--- src/rtl/array_3_pkg.sv ---
// Shared sizes and payload type for the array_3 queue and the 256x47 macro it owns.
package array_3_pkg;
    localparam int ARRAY_3_DEPTH  = 256;
    localparam int ARRAY_3_WIDTH  = 47;
    localparam int ARRAY_3_ADDR_W = 8;

    typedef logic [ARRAY_3_WIDTH-1:0] array_3_data_t;
endpackage

--- src/rtl/array_3_queue_obuf.sv ---
// Two-entry output FIFO that catches the macro's read data and presents the queue head.
module array_3_queue_obuf
    import array_3_pkg::*;
#(
    parameter int WIDTH = ARRAY_3_WIDTH
) (
    input  logic             clock,
    input  logic             reset_n,
    input  logic             clear,
    input  logic             push,
    input  logic [WIDTH-1:0] push_data,
    input  logic             pop,
    output logic [1:0]       cnt,
    output logic             valid,
    output logic [WIDTH-1:0] head
);
    logic [1:0]       cnt_reg;
    logic [1:0]       cnt_next;
    logic             head_idx_reg;
    logic             valid_reg;
    logic             push_idx;
    logic [WIDTH-1:0] slot_reg [2];

    // With one entry held the free slot is the other one; when full, a push
    // is only legal alongside a pop, so it reuses the slot being vacated.
    assign push_idx = head_idx_reg ^ (cnt_reg == 2'd1);
    assign cnt_next = 2'(cnt_reg + {1'b0, push} - {1'b0, pop});

    always_ff @(posedge clock or negedge reset_n) begin
        if (!reset_n) begin
            cnt_reg      <= 2'd0;
            head_idx_reg <= 1'b0;
            valid_reg    <= 1'b0;
        end else if (clear) begin
            cnt_reg      <= 2'd0;
            head_idx_reg <= 1'b0;
            valid_reg    <= 1'b0;
        end else begin
            cnt_reg   <= cnt_next;
            valid_reg <= (cnt_next != 2'd0);
            if (pop) begin
                head_idx_reg <= ~head_idx_reg;
            end
        end
    end

    generate
        for (genvar gi = 0; gi < 2; gi++) begin : g_slot
            always_ff @(posedge clock) begin
                if (push && !clear && (push_idx == 1'(gi))) begin
                    slot_reg[gi] <= push_data;
                end
            end
        end
    endgenerate

    assign cnt   = cnt_reg;
    assign valid = valid_reg;
    assign head  = slot_reg[head_idx_reg];
endmodule

--- src/rtl/array_3_queue.sv ---
// 258-entry ready/valid queue built on the single-port array_3_ext macro;
// reads win the port, and a 2-entry output buffer absorbs the read latency.
module array_3_queue
    import array_3_pkg::*;
#(
    parameter int DEPTH  = ARRAY_3_DEPTH,
    parameter int WIDTH  = ARRAY_3_WIDTH,
    parameter int ADDR_W = ARRAY_3_ADDR_W
) (
    input  logic              clock,
    input  logic              reset_n,
    input  logic              flush,
    input  logic              enq_valid,
    output logic              enq_ready,
    input  logic [WIDTH-1:0]  enq_data,
    output logic              deq_valid,
    input  logic              deq_ready,
    output logic [WIDTH-1:0]  deq_data,
    output logic [8:0]        count,
    output logic [ADDR_W-1:0] mem_addr,
    output logic              mem_en,
    output logic              mem_wmode,
    output logic [WIDTH-1:0]  mem_wdata,
    input  logic [WIDTH-1:0]  mem_rdata
);
    localparam logic [ADDR_W:0] RAM_FULL = (ADDR_W + 1)'(DEPTH);

    logic [ADDR_W-1:0] wr_ptr_reg;
    logic [ADDR_W-1:0] rd_ptr_reg;
    logic [ADDR_W:0]   ram_cnt_reg;
    logic              inflight_reg;
    logic [1:0]        buf_cnt;
    logic [2:0]        credits_used;
    logic              rd_go;
    logic              wr_go;
    logic              pop;

    // A read is only issued when the buffer can take it even if nobody pops,
    // so deq_ready never reaches the RAM port.
    assign credits_used = {1'b0, buf_cnt} + {2'b00, inflight_reg};
    assign rd_go        = (ram_cnt_reg != '0) && (credits_used < 3'd2) && !flush;
    assign enq_ready    = reset_n && (ram_cnt_reg != RAM_FULL) && !rd_go && !flush;
    assign wr_go        = enq_valid && enq_ready;
    assign pop          = deq_valid && deq_ready;

    assign mem_en    = rd_go || wr_go;
    assign mem_wmode = wr_go;
    assign mem_addr  = rd_go ? rd_ptr_reg : wr_ptr_reg;
    assign mem_wdata = enq_data;

    always_ff @(posedge clock or negedge reset_n) begin
        if (!reset_n) begin
            wr_ptr_reg   <= '0;
            rd_ptr_reg   <= '0;
            ram_cnt_reg  <= '0;
            inflight_reg <= 1'b0;
        end else if (flush) begin
            wr_ptr_reg   <= '0;
            rd_ptr_reg   <= '0;
            ram_cnt_reg  <= '0;
            inflight_reg <= 1'b0;
        end else begin
            inflight_reg <= rd_go;
            if (rd_go) begin
                rd_ptr_reg <= rd_ptr_reg + 1'b1;
            end
            if (wr_go) begin
                wr_ptr_reg <= wr_ptr_reg + 1'b1;
            end
            case ({rd_go, wr_go})
                2'b10:   ram_cnt_reg <= ram_cnt_reg - 1'b1;
                2'b01:   ram_cnt_reg <= ram_cnt_reg + 1'b1;
                default: ram_cnt_reg <= ram_cnt_reg;
            endcase
        end
    end

    array_3_queue_obuf #(
        .WIDTH(WIDTH)
    ) u_obuf (
        .clock    (clock),
        .reset_n  (reset_n),
        .clear    (flush),
        .push     (inflight_reg),
        .push_data(mem_rdata),
        .pop      (pop),
        .cnt      (buf_cnt),
        .valid    (deq_valid),
        .head     (deq_data)
    );

    // An entry in flight is in neither term, hence the one-cycle dip.
    assign count = 9'(ram_cnt_reg) + 9'(buf_cnt);
endmodule

--- config.mk ---
export PLATFORM = sky130hd
export DESIGN_NAME = array_3_queue
export DESIGN_NICKNAME = d
export VERILOG_FILES = /design/src/rtl/array_3_pkg.sv /design/src/rtl/array_3_queue_obuf.sv /design/src/rtl/array_3_queue.sv
export SDC_FILE = /design/constraint.sdc
export NUM_CORES = 1
export LEC_CHECK = 0
export CAP_MARGIN = 15
export CORE_MARGIN = 4
export CORE_UTILIZATION = 45
export CTS_BUF_LIST = sky130_fd_sc_hd__clkbuf_16
export DETAILED_ROUTE_END_ITERATION = 10
export PLACE_DENSITY_LB_ADDON = 0.25
export SYNTH_ARGS = -nofsm -noshare
export SYNTH_HDL_FRONTEND = slang
export SYNTH_SLANG_ARGS = --single-unit
--- constraint.sdc ---
create_clock -name clock -period 9.3 [get_ports clock]
set_input_delay 0.93 -clock clock [delete_from_list [all_inputs] [get_ports clock]]
set_output_delay 0.93 -clock clock [all_outputs]
set_load 0.02 [all_outputs]
Yosys cells after proc, flatten, opt, wreduce, memory -nomap -nowiden
Memories as Yosys holds them, arrays and structs flattened.
Index checks and enable logic that the tools add are counted.
Cells by class
  add/sub/neg operators: 8
  $mul: 0
  divide/modulo/power cells: 0
  magnitude comparators: 1
  equality and inequality tests: 4
  shift operators: 0
  mux-type cells: 19
  bitwise logic cells: 3
  reductions and logical operators: 20
Operators by type and width (number)
  2-to-1 mux 47 bit: 1
  OR reduction 47 bit: 1
  2-to-1 mux 8 bit: 5
  one-hot mux 9 bit (2 select lines): 1
  adder 8 x 1 -> 8 bit (second input constant): 2
  logical AND 1 bit: 10
  2-to-1 mux 1 bit: 10
  adder 9 x 1 -> 9 bit (second input constant): 1
  adder 9 x 2 -> 9 bit: 1
  2-to-1 mux 9 bit: 1
  inequality test 9 bit (second input constant): 1
  nonzero test 9 bit: 1
  subtractor 9 x 1 -> 9 bit (second input constant): 1
  nonzero test 2 bit: 4
  == test 2 x 1 -> 1 bit (second input constant): 2
  adder 2 x 1 -> 3 bit: 1
  < comparator 3 x 2 -> 1 bit (second input constant): 1
  nonzero test 3 bit: 1
  adder 2 x 1 -> 2 bit: 1
  == test 2 bit (second input constant): 1
  zero test 1 bit: 2
  2-to-1 mux 2 bit: 1
  inverter 1 bit: 2
  subtractor 2 x 1 -> 2 bit: 1
  other kinds (2): 2
Storage, ports and cells
  bits in registers: 30
  latch bits: 0
  bits in writable memories: 94
  ROM bits: 0
  input bits: 99
  output and inout bits: 115
  word-level logic and storage cells: 63
  memories: 1
Memories
  u_obuf.slot_reg: depth 2, width 47, rd ports 1, clocked after Yosys merged registers in 0, write ports 1, RTL line array_3_queue_obuf.sv:22  | logic [WIDTH-1:0] slot_reg [2];

Logic depth before layout (Yosys ltp)
  depth in word-level cells: 11
  gate-level depth with buffers: 12
  gate-level depth less buffers: 11

Cells and area by module
A second synthesis with hierarchy kept.
Unflattened totals
  cells, all modules: 421
  area, all modules: 5873.1 µm²
By module, submodules not included
  array_3_queue_obuf: times used 1, cells each 166, area each 3639.7 µm², sequential area each 2922.8 µm²
  array_3_queue: times used 1, cells each 255, area each 2233.4 µm², sequential area each 650.6 µm²

Least setup slack after synthesis
OpenSTA, ideal clock, no wires.
  path kind: input -> register
  from: input port flush
  to: memory u_obuf.slot_reg[1][0] (netlist bit), enable pin
  setup time: 0.457 ns
  data arrival time: 3.193 ns
  path slack: 5.650 ns
  cell stages on the path: 2
  buffers on the path: 0
  cell sequence: nand2b_1 -> nor2b_1
Between the ends
  word-level cells in the longest chain between the ends: 7
  elaborated cells on any way between the ends: 11
  classes of those cells: mux: 6; reduce/logical: 5
Ends and longest elaborated chain
  start: declaration: RTL line array_3_queue.sv:12  | input logic flush,
  zero test 1 bit (*): RTL line array_3_queue_obuf.sv:50  | if (push && !clear && (push_idx == 1'(gi))) begin
  logical AND 1 bit (*): RTL line array_3_queue_obuf.sv:50
  logical AND 1 bit: RTL line array_3_queue_obuf.sv:50
  2-to-1 mux 1 bit: RTL line array_3_queue_obuf.sv:50
  2-to-1 mux 1 bit (implied by the code): RTL line array_3_queue_obuf.sv:51  | slot_reg[gi] <= push_data;
  OR reduction 47 bit (no line)
  2-to-1 mux 1 bit (no line)
  end: declaration: RTL line array_3_queue_obuf.sv:22
Every way passes the cells marked *; elsewhere a longest branch is shown, timed or not.

Worst setup path after layout
  from: input port flush
  to: output port mem_addr[3]
Between the ends
  word-level cells in the longest chain between the ends: 3
Ends and longest elaborated chain
  zero test 1 bit: RTL line array_3_queue.sv:41  | assign rd_go = (ram_cnt_reg != '0) && (credits_used < 3'd2) && !flush;
  logical AND 1 bit: RTL line array_3_queue.sv:41
  2-to-1 mux 8 bit: RTL line array_3_queue.sv:48  | assign mem_addr = rd_go ? rd_ptr_reg : wr_ptr_reg;
  end: declaration: RTL line array_3_queue.sv:20  | output logic [ADDR_W-1:0] mem_addr,
Every way passes these cells.

==> results.cfg <==
[critical_path]
worstSetupPathType = input pin to output pin
cp.arrival_ps = 3300
cpMaxStageDelayCell = nor3_2
crit_chain = clkdlybuf4s50_1 -> buf_4 -> nor3_2 -> mux2_2 -> clkdlybuf4s50_1
max_stage_delay_ps = 770
r2r-end = ram_cnt_reg[8]$_DFFE_PN0P_
worst_r2r_path_depth = 11
crit_top_cell = clkdlybuf4s50_1
end_kind = output pin
r2r_slack_ps = 6150
start_kind = input pin
crit_required_ps = 8370
crit_fanout = 33
worstReg2RegStart = ram_cnt_reg[2]$_DFFE_PN0P_

[floorplanning]
dieArea_um2 = 14800
initial_core_util = 0.460
chipWidth_um = 122
rows = 41
die_h_um = 122
coreArea_um2 = 12600
ioPinCount = 214

[hold_path]
holdPathStages = 2
hold_path.class = flip-flop to flip-flop
holdPathEnd = rd_ptr_reg[7]$_DFFE_PN0P_
hp-start = rd_ptr_reg[7]$_DFFE_PN0P_

[route]
wl_per_cell_um = 16.4
wl_um = 11200
first_iter_violations = 276
vias = 3469
ant_nets = 0
via_per_inst = 5.06
drc = 0
dr.pass1.iters = 4

[clock_network]
clock_latency_ps = 390
cts-root-buf = clkbuf_16
path_clk_slew_ps = 50
cts_buffer_depth = 2
postCtsResizedCells = 0
post-cts-setup-buffers = 0
cts_buffers = 17
clock_sinks = 124
cts_tree = yes
cts_max_level = 4
cts_hold_buf = 0

[power_and_ir_drop]
p_sw_frac = 0.325
power_frac_seq = 0.352
combPwrFrac = 0.367
power.leakage_uw = 0.00273
total_power_uw = 2180
internal_power_uw = 1470
clkPwrFrac = 0.280
vdd_ir_drop_max_mv = 0.156
power.switching_uw = 710
power_density_nw_per_um2 = 294

[flow_run]
maxCapViolCount = 0

[synthesis]
synth_seq_area_share = 0.616
synth_cell_type_count = 48
synthArstFlopShare = 0.242
syn_area_per_cell_um2 = 14.0
synth.top_cell.area_share = 0.486
synthFlopType = edfxtp_1
synth_top_area_cell = edfxtp_1
yosys_warnings = 0
syn_area_um2 = 5810
synth_edf_count = 94
synth-seq-cells = 124
yosys-top-cells-area = edfxtp_1, dfrtp_1, mux2_2, buf_4, ha_1
synthCells = 416
syn-num-nets = 531

[place]
dp_hpwl_um = 7590
port_buffers = 119
globalplace.congestion = 0.792

[cells_and_area]
layout_common_cells = clkdlybuf4s50_1, edfxtp_1, mux2_2
layout_commonest_cell = clkdlybuf4s50_1
drive_above_1_share = 0.198
largest_reg_flops = 94
area_delta_synth_final_pct = 27.8
antennaDiodeCount = 0
finalNetCount = 616

[sta]
slew_violations = 0
tns_ps = 0
finalCriticalPeriod_ps = 4230
hold_viol = 0
max_clock_freq_ghz = 0.237
setup_viol = 0
tightest_slew_ps = 896
fin_skew_ps = 11.8
rsz0062_at_grt = false
relSlewSlack = 0.399
period_share = 0.455

[global_route]
antenna_found_initial = 0
grt_max_degree = 48
grt_usage = 0.158
grt_first_pass_wirelength_um = 18200
grt_pass1_vias = 3704
overflow = 0

[run_status]
status = finished clean
==> final cells by class <==
class | count | area [um2]
Fill cell | 1012 | 5200
Tap cell | 172 | 215
Clock buffer | 17 | 425
Sequential cell | 124 | 3570
Timing Repair Buffer | 125 | 1240
Inverter | 12 | 45.0
Clock inverter | 15 | 134
Multi-Input combinational cell | 221 | 1790
==> worst max path at each step <==
| stage | startpoint | endpoint | slack (ps) | cells after the start |
|---|---|---|---|---|
| floorplan | flush | u_obuf.slot_reg[1][0]$_DFFE_PP_ | 5650 | 2 |
| global placement | flush | mem_addr[6] | 5090 | 5 |
| finish | flush | mem_addr[3] | 5070 | 5 |
| CTS | flush | mem_addr[3] | 5070 | 5 |
| global route | flush | mem_addr[4] | 4930 | 5 |
| detailed placement | flush | mem_addr[3] | 5080 | 5 |
==> kinds of logic (layout without fill, tap and decap cells) <==
group / Yosys count / in the layout / share of synthesized area
muxes: 56 / 56 / 0.108
AOI/OAI and AO/OA: 37 / 37 / 0.0405
buffers and inverters: 71 / 169 / 0.0787
and+or+nand+nor: 84 / 84 / 0.0776
DFF: 124 / 124 / 0.616
xor gates and xnor gates: 28 / 28 / 0.0422
adders and majority gates: 16 / 16 / 0.0371
==> synthesized netlist by cell type, types with 3 or more instances <==
cell	count
nand3_1	6
o22ai_1	3
buf_1	4
edfxtp_1	94
buf_4	48
ha_1	14
o21ai_0	12
dfrtp_1	30
nor3_1	5
nand4_1	4
xnor2_1	17
and3_1	4
clkbuf_1	4
nand2b_1	3
a21oi_1	8
inv_1	11
nand2_1	19
xor2_1	11
nor3_2	3
a22oi_1	3
nor2_1	25
mux2_2	55
==> per-layer routing <==
layer	part of all wire	global-route usage	vias up	routed length [um]
met5	0	0	-	0
met4	0.0052	0.0399	0	59
met3	0.058	0.0622	6	654
met2	0.49	0.255	124	5500
met1	0.45	0.200	1722	5040
li1	-	-	1617	-
==> power groups by stage <==
stage	combinational (uW)	sequential (uW)	clock (uW)
after floorplan	544	761	0
after global placement	795	776	0
after detailed placement	805	780	0
final	801	768	612
after CTS	811	769	629
after global routing	873	779	659
==> stage by stage <==
stage               hold slack (ps)  utilization  area (um2)  worst slack (ps)  std cells
detailed placement              535        0.544        6860              5080        654
finish                          548        0.588        7420              5070        686
floorplan                       499            -        5810              5650        416
global route                    585        0.588        7420              4930        686
CTS                             552        0.588        7420              5070        686
global placement                533        0.544        6860              5090        654
==> worst max-delay path: cells and delay by family <==
kind,cells,cell delay [ps]
buffers and inverters,3,1170
muxes,1,420
and+or+nand+nor,1,770
(Power assumes the default switching activity.)
